==> config.mk <==
export PLATFORM = sky130hd
export DESIGN_NAME = seg7_mux_decoder
export DESIGN_NICKNAME = d
export VERILOG_FILES = /design/src/rtl/seg7_mux_decoder.sv
export SDC_FILE = /design/constraint.sdc
export NUM_CORES = 1
export LEC_CHECK = 0
export ABC_AREA = 1
export BUFFER_PORTS_ARGS = -buffer_cell sky130_fd_sc_hd__buf_2
export CORE_ASPECT_RATIO = 0.7
export CORE_MARGIN = 1.5
export CORE_UTILIZATION = 30
export DETAILED_ROUTE_END_ITERATION = 7
export PLACE_DENSITY = 0.49
export SYNTH_ARGS = -nofsm -noshare
export SYNTH_HDL_FRONTEND = slang
export SYNTH_SLANG_ARGS = --single-unit
==> constraint.sdc <==
create_clock -name clk -period 1.5 [get_ports clk]
set_clock_uncertainty 0.15 [all_clocks]
set_input_delay 0.075 -clock clk [delete_from_list [all_inputs] [get_ports clk]]
set_output_delay 0.075 -clock clk [all_outputs]
set_load 0.05 [all_outputs]
==> src/rtl/seg7_mux_decoder.sv <==
// Decodes a multiplexed 7-segment bus (tens/ones) into two BCD digits with framing,
// stall-based lock detection and an optional repeat-match glitch filter (SEG7_DEC_FILTER_EN).
module seg7_mux_decoder (
  input  logic       clk,
  input  logic       reset,
  input  logic [7:0] seg_in,
  output logic [3:0] tens_out,
  output logic [3:0] ones_out,
  output logic       valid,
  output logic       err,
  output logic       locked
);

  typedef enum logic {HUNT, TENS} state_t;

  state_t     r_state;
  logic [7:0] r_sq;
  logic       r_sq_vld;
  logic [3:0] r_tens_cand;
  logic [7:0] r_stall;
  logic [3:0] r_tens;
  logic [3:0] r_ones;
  logic       r_valid;
  logic       r_err;
  logic       r_locked;

  logic       w_sel;
  logic [3:0] w_digit;
  logic       w_dig_ok;
  logic       w_bad;
  logic       w_done;
  logic       w_accept;
  logic [7:0] w_stall_nxt;

  assign w_sel = r_sq[7];

  always_comb begin
    w_digit  = '0;
    w_dig_ok = 1'b1;
    case (r_sq[6:0])
      7'b0111111: w_digit = 4'd0;
      7'b0000110: w_digit = 4'd1;
      7'b1011011: w_digit = 4'd2;
      7'b1001111: w_digit = 4'd3;
      7'b1100110: w_digit = 4'd4;
      7'b1101101: w_digit = 4'd5;
      7'b1111101: w_digit = 4'd6;
      7'b0000111: w_digit = 4'd7;
      7'b1111111: w_digit = 4'd8;
      7'b1101111: w_digit = 4'd9;
      default:    w_dig_ok = 1'b0;
    endcase
  end

  // r_sq_vld masks the all-zero reset value of r_sq so the first cycle after
  // reset is not decoded as an invalid sample.
  assign w_bad       = r_sq_vld & ~w_dig_ok;
  assign w_done      = r_sq_vld & w_dig_ok & ~w_sel & (r_state == TENS);
  assign w_stall_nxt = (r_stall == 8'hFF) ? 8'hFF : r_stall + 8'd1;

`ifdef SEG7_DEC_FILTER_EN
  logic [3:0] r_cmp_tens;
  logic [3:0] r_cmp_ones;
  logic       r_cmp_vld;

  assign w_accept = r_cmp_vld && (r_cmp_tens == r_tens_cand) && (r_cmp_ones == w_digit);

  always_ff @(posedge clk) begin
    if (reset || w_bad) begin
      r_cmp_tens <= '0;
      r_cmp_ones <= '0;
      r_cmp_vld  <= 1'b0;
    end else if (w_done) begin
      r_cmp_tens <= r_tens_cand;
      r_cmp_ones <= w_digit;
      r_cmp_vld  <= 1'b1;
    end
  end
`else
  assign w_accept = 1'b1;
`endif

  always_ff @(posedge clk) begin
    if (reset) begin
      r_state     <= HUNT;
      r_sq        <= '0;
      r_sq_vld    <= 1'b0;
      r_tens_cand <= '0;
      r_stall     <= '0;
      r_tens      <= '0;
      r_ones      <= '0;
      r_valid     <= 1'b0;
      r_err       <= 1'b0;
      r_locked    <= 1'b0;
    end else begin
      r_sq     <= seg_in;
      r_sq_vld <= 1'b1;
      r_valid  <= 1'b0;
      r_err    <= 1'b0;

      if (w_bad) begin
        r_state     <= HUNT;
        r_tens_cand <= '0;
        r_err       <= 1'b1;
      end else if (r_sq_vld) begin
        case (r_state)
          HUNT: begin
            if (w_sel) begin
              r_tens_cand <= w_digit;
              r_state     <= TENS;
            end
          end
          TENS: begin
            if (w_sel) begin
              r_tens_cand <= w_digit;
            end else begin
              r_state <= HUNT;
              if (w_accept) begin
                r_tens  <= r_tens_cand;
                r_ones  <= w_digit;
                r_valid <= 1'b1;
              end
            end
          end
          default: r_state <= HUNT;
        endcase
      end

      r_stall <= w_done ? 8'd0 : w_stall_nxt;

      // Lock drops on the same edge the stall counter lands on 255.
      if (w_bad)
        r_locked <= 1'b0;
      else if (w_done)
        r_locked <= 1'b1;
      else if (w_stall_nxt == 8'hFF)
        r_locked <= 1'b0;
    end
  end

  assign tens_out = r_tens;
  assign ones_out = r_ones;
  assign valid    = r_valid;
  assign err      = r_err;
  assign locked   = r_locked;

endmodule

==> results.tsv, run 1 <==
stage	metric	value	unit
placed_design	port_buffers	20	
pwr	p_switching	447	uW
detailed_routing	wl	3600	um
floorplanning	fp-row-count	21	
timing	rsz0062_at_grt	yes	
detailed_routing	drc_errors	0	
timing	hold_viol	0	
setup_path	crit_end	tens_out[0]	
detailed_routing	vias	1520	
timing	slew_headroom	74.7	%
floorplanning	start_util	31.0	%
cells_and_area	multi_input_area	895	sq um
synth	ys_seq_elements	33	
setup_path	crit_path_start	r_sq[1]	
setup_path	crit_type	reg -> reg	
timing	report.final.setup_viol	14	
min_path	hold_start	ones_out[1]	
pwr	ir_drop	474	uV
pwr	power.leakage	0.00119	uW
clocking	clock_sinks	33	
setup_path	cp-start-kind	flip-flop	
timing	fin_ws	-19.8	ps
clocking	numCtsBuffers	5	
timing	worstMarginPinSlew	378	ps
detailed_routing	final_antenna_net_count	0	
setup_path	cp.arrival	1540	ps
min_path	hp-class	reg -> reg	
clocking	clk_pin_slew	70	ps
synth	ys_types	22	
setup_path	worstPathMaxFanout	6	
detailed_routing	dr.first_iter.drc_count	42	
cells_and_area	diodes	0	
timing	fin_crit	1520	ps
detailed_routing	wire_per_inst	10.0	um
setup_path	crit_slowest_cell	dfxtp_4	
setup_path	slowest_delay	370	ps
cells_and_area	fillers	475	
floorplanning	die_h	61.6	um
setup_path	path_cells	nand2_4 > nor2_1 > nand2_1 > nand2_2 > nor2_4 > nand2_4 > buf_6 > nand4_1 > nand2_1	
setup_path	r2r_setup_slack	-20	ps
synth	postSynthCellCount	215	
outcome	violations	setup timing	
cells_and_area	syn2layout_area_growth	63.4	%
placed_design	dpl_cell_area	1850	sq um
pwr	p_per_area	760	nW/um^2
pwr	pwr-share-clk	37.1	%
clocking	clock_path_buffers	2	
cells_and_area	drive_above_1_share	41.6	%
timing	post-route-period-util	101	%
detailed_routing	dr.pass1.iters	4	
clocking	cts_tree	done	
timing	drv_slew	0	
setup_path	reg2reg_depth	9	
floorplanning	die_area	5350	sq um
global_routing	grtUsageTotal	14.1	%
synth	synth_area	1470	sq um
global_routing	grt_max_degree	18	
floorplanning	ios	21	
timing	fmax	658	MHz
outcome	status	finished with violations	
cells_and_area	regArea	682	sq um
floorplanning	die_w	86.8	um
pwr	pwr-share-comb	12.3	%
job	drv_cap	0	
synth	ys_seq_area_share	44.8	%
clocking	htreeDepth	2	
pwr	power.internal	1380	uW
cells_and_area	fin_nets	302	
placed_design	dp_hpwl	2340	um
synth	syn_nets	226	
setup_path	endpoint_kind	flip-flop	
setup_path	cp_data_required_time	1530	ps
pwr	switching_share	24.4	%
clocking	clock_latency	280	ps
global_routing	grt_pass1_vias	1287	
synth	yosys_warnings	0	
placed_design	gp_congestion	0.798	
global_routing	grt_first_pass_wirelength	5690	um
pwr	seqPwrFrac	50.6	%
global_routing	grt.overflow.total	0	
cells_and_area	final_util	50.6	%
setup_path	r2r_end	tens_out[0]	
clocking	cts-root-buf	clkbuf_8	
cells_and_area	postLayoutCellArea	2410	sq um
synth	avgSynthCellArea	6.86	sq um
floorplanning	core_area	4760	sq um
setup_path	r2r_start	r_sq[1]	
detailed_routing	viasPerCell	4.22	
global_routing	antenna_found_initial	0	
synth_stat cells:
cell,instances,area share [%]
a21oi_1,6,2.0
a21oi_2,1,0.59
buf_2,1,0.34
buf_6,1,0.76
clkbuf_1,2,0.51
clkinv_1,1,0.25
dfxtp_1,33,45
ha_1,1,0.85
inv_1,30,7.6
inv_2,1,0.25
nand2_1,54,14
nand2_2,2,0.85
nand2_4,1,0.76
nand3_1,19,6.5
nand3b_1,2,1.0
nand4_1,9,3.8
nor2_1,38,9.7
nor2_2,3,1.3
nor3_1,4,1.4
nor3_2,2,1.4
o21ai_0,3,1.0
xnor2_1,1,0.59
flip-flops by register name, indices dropped and copies added, names as in the netlist:
name,cells
err,1
locked,1
ones_out,4
r_sq,8
r_sq_vld,1
r_stall,8
r_state,1
r_tens_cand,4
tens_out,4
valid,1
cells by family (layout without fill, tap and decap cells):
family | Yosys count | in the layout | synth area share (%)
flip-flops | 33 | 33 | 44.8
adder cells (fa/ha/maj) | 1 | 1 | 0.849
AND/OR/NAND/NOR | 134 | 135 | 40.3
buffers and inverters | 36 | 111 | 9.76
AO/OA/AOI/OAI | 10 | 10 | 3.65
XOR/XNOR | 1 | 1 | 0.594
critical path: cells and delay by family (launching register included):
kind,cells,cell delay [ps]
DFF,1,370
and+or+nand+nor,8,740
buffers and inverters,1,150
placed cells by master, fill, tap and decap left out, drive strengths merged:
cell type,netlist,routed
nand2,57,58
buf,2,54
nor2,41,41
dfxtp,33,33
inv,31,31
nand3,19,19
dlygate4sd3,0,17
nand4,9,9
clkbuf,2,8
a21oi,7,7
nor3,6,6
o21ai,3,3
nand3b,2,2
clkinv,1,1
xnor2,1,1
ha,1,1
routing by layer:
metal  share of wire (%)  GRT usage, %  vias up
li1                    -             -      826
met1                  54          19.6      672
met2                  43          21.0       18
met3                 2.8          4.56        4
met4                0.69          3.92        0
met5                   0             0        -
worst min path at each step:
| stage | endpoint | slack, ps | cells after the start |
|---|---|---|---|
| after floorplan | r_sq[0] | 30 | 2 |
| after global placement | r_sq[5] | 130 | 3 |
| after detailed placement | r_sq[5] | 130 | 3 |
| after CTS | ones_out[2] | 320 | 2 |
| after global routing | tens_out[3] | 340 | 2 |
| final | ones_out[1] | 310 | 2 |
power groups by stage:
| stage | clock network [uW] | registers [uW] | logic, uW |
|---|---|---|---|
| 2_1_floorplan | 0 | 939 | 72.8 |
| 3_3_place_gp | 0 | 936 | 140 |
| 3_5_place_dp | 0 | 936 | 137 |
| 4_1_cts | 682 | 924 | 202 |
| 5_1_grt | 727 | 930 | 247 |
| 6_report | 679 | 927 | 225 |
through the flow:
stage	setup slack (ps)	setup TNS (ps)	power (uW)	hold slack, ps	std cells
finish	-19.8	-132	1830	313	360
global route	-112	-1940	1900	336	360
CTS	-21.0	-29.8	1810	316	357
detailed placement	-177	-2590	1070	130	328
global placement	-199	-2630	1080	126	328
floorplan	0.429	0	1010	32.0	215
area by class of cell:
type | count | share of cell area (%)
repair buffers | 72 | 22.4
multi-input cells | 147 | 37.1
well taps | 69 | 3.58
clock buffers | 7 | 3.58
inverters | 32 | 4.99
flip-flops and latches | 33 | 28.3
repair_timing:
action                     in CTS  in global routing
resized for setup              31                 42
setup endpoints to repair      24                 25
setup buffers                   5                  2
hold buffers                   17                  0
cloned                          0                  1
pin swaps                      11                 26
hold endpoints to repair       11                  0
(Power assumes the default switching activity.)
==> run 2, diff against run 1 <==
Settings changed: CORE_MARGIN 1.5 to 5, PLACE_DENSITY 0.49 to 0.47.
Clock period 1.5 ns to 1.4 ns, I/O delays scaled along.
==> results.tsv, run 2 (same netlist as run 1, synthesis figures left out) <==
stage	metric	value	unit
min_path	hp-class	in -> reg	
pwr	switching_share	25.1	%
timing	fmax	663	MHz
setup_path	crit_slowest_cell	dfxtp_4	
setup_path	cp-start-kind	flip-flop	
global_routing	grt_pass1_vias	1349	
cells_and_area	diodes	0	
clocking	clock_latency	280	ps
placed_design	gp_congestion	0.804	
timing	hold_viol	0	
setup_path	path_cells	nand2_4 > nor2_4 > nand4_1 > nand3_1 > nor2_4 > nand2_4 > nand2_8 > nand2_8 > nor2_1	
cells_and_area	regArea	679	sq um
setup_path	slowest_delay	370	ps
pwr	p_switching	477	uW
outcome	violations	setup timing	
timing	slew_headroom	75.4	%
detailed_routing	wl_met3	118	um
setup_path	crit_cells	9	
cells_and_area	fillers	466	
timing	fin_ws	-108	ps
timing	worstMarginPinSlew	368	ps
setup_path	endpoint_kind	flip-flop	
detailed_routing	wire_per_inst	9.51	um
job	drv_cap	0	
detailed_routing	dr.first_iter.drc_count	45	
setup_path	cp.arrival	1530	ps
cells_and_area	drive_above_1_share	39.7	%
timing	post-route-period-util	108	%
clocking	cts-root-buf	clkbuf_8	
setup_path	worstPathMaxFanout	8	
detailed_routing	drc_errors	0	
cells_and_area	final_cell_mix	41 x nand2_1, 33 x buf_4, 29 x nor2_1	
cells_and_area	multi_input_area	866	sq um
floorplanning	fp-row-count	21	
floorplanning	die_w	93.8	um
cells_and_area	fin_nets	302	
global_routing	grt.overflow.total	0	
detailed_routing	vias	1518	
setup_path	path_buf_inv	0	
pwr	pwr-share-comb	11.9	%
clocking	clock_path_buffers	2	
cells_and_area	top_regs	r_sq (8), r_stall (8)	
timing	setup_tns	-1760	ps
clocking	clock_sinks	33	
placed_design	dpl_worst_slack	-260	ps
detailed_routing	wl	3430	um
global_routing	antenna_found_initial	0	
detailed_routing	routed.top_layer	met4	
outcome	status	finished with violations	
clocking	numCtsBuffers	5	
setup_path	reg2reg_depth	9	
clocking	clk_pin_slew	70	ps
pwr	pwr-share-clk	35.9	%
pwr	ir_drop	488	uV
setup_path	cpLargestDelayFamily	simple AND/OR/NAND/NOR gates	
floorplanning	die_h	68.6	um
floorplanning	core_area	4760	sq um
detailed_routing	wl_met1	1810	um
clocking	htreeDepth	2	
min_path	min_path_cells	3	
timing	drv_slew	0	
floorplanning	start_util	31.0	%
timing	rsz0062_at_grt	yes	
setup_path	cp_data_required_time	1430	ps
global_routing	grtUsageTotal	11.9	%
detailed_routing	viasPerCell	4.20	
timing	report.final.setup_viol	23	
pwr	seqPwrFrac	52.1	%
pwr	power.internal	1420	uW
cells_and_area	layout_commonest_cell	nand2_1	
clocking	cts_tree	done	
detailed_routing	final_antenna_net_count	0	
floorplanning	ios	21	
pwr	power.leakage	0.00116	uW
global_routing	grt_first_pass_wirelength	5870	um
placed_design	dp_hpwl	2420	um
placed_design	port_buffers	20	
cells_and_area	syn2layout_area_growth	61.1	%
global_routing	grt_max_degree	20	
setup_path	crit_type	reg -> reg	
floorplanning	die_area	6440	sq um
detailed_routing	dr_wl_met2	1430	um
pwr	p_per_area	801	nW/um^2
detailed_routing	dr.pass1.iters	4	
timing	fin_crit	1510	ps
==> run 2: cell count changes in the layout (fill, tap and decap cells not counted), sizes merged <==
cell    change
clkinv      +2
buf         +1
clkbuf      -2
==> run 2: path summary, 6_finish.rpt <==
kind         slack, ps           to        start
max reg2reg       -110   r_stall[1]      r_sq[2]
min reg2reg        310  ones_out[0]  ones_out[0]
max               -110   r_stall[1]      r_sq[2]
min                 60     r_sq_vld        reset
==> run 2: metrics by stage <==
step                      cells  power [uW]  utilization [%]  instance area, sq um  hold WS (ps)
after global routing        361        2010             49.9                  2370          86.6
after floorplan             215        1100                -                  1510          19.6
after global placement      331        1170             40.1                  1910           118
after detailed placement    331        1170             40.1                  1910           124
after CTS                   358        1910             47.8                  2270          43.1
final                       361        1900             49.9                  2370          64.9
==> run 2: power groups by stage <==
stage / clock network (uW) / logic, uW / registers, uW
floorplan: 0 / 82.1 / 1010
global placement: 0 / 157 / 1010
detailed placement: 0 / 155 / 1010
CTS: 713 / 205 / 992
global route: 761 / 253 / 995
finish: 684 / 227 / 992
==> run 2: timing repair <==
item	4_1_cts	5_1_grt
pin swaps	12	10
buffers inserted	2	2
hold buffers	17	0
setup endpoints to repair	24	24
hold endpoints to repair	10	0
gates resized for setup	27	22
gates cloned	0	1
==> run 2: metal layers <==
layer | up-vias | GRT usage [%]
met4 | 0 | 7.03
met1 | 663 | 16.0
met5 | - | 0
met2 | 20 | 16.8
met3 | 7 | 3.69
li1 | 828 | -
==> run 2: worst min-delay path, cell delays in order <==
cell and delay, ps:
buf_2 90, clkinv_1 50, buf_4 210
==> run 2: final cells by class <==
| cell class | instances | share of cell area (%) |
|---|---|---|
| sequential | 33 | 28.6 |
| timing repair buffer | 72 | 22.8 |
| inverter | 32 | 5.06 |
| multi-input combinational | 147 | 36.5 |
| clock inverter | 2 | 0.421 |
| clock buffer | 6 | 3.06 |
| tap | 69 | 3.64 |
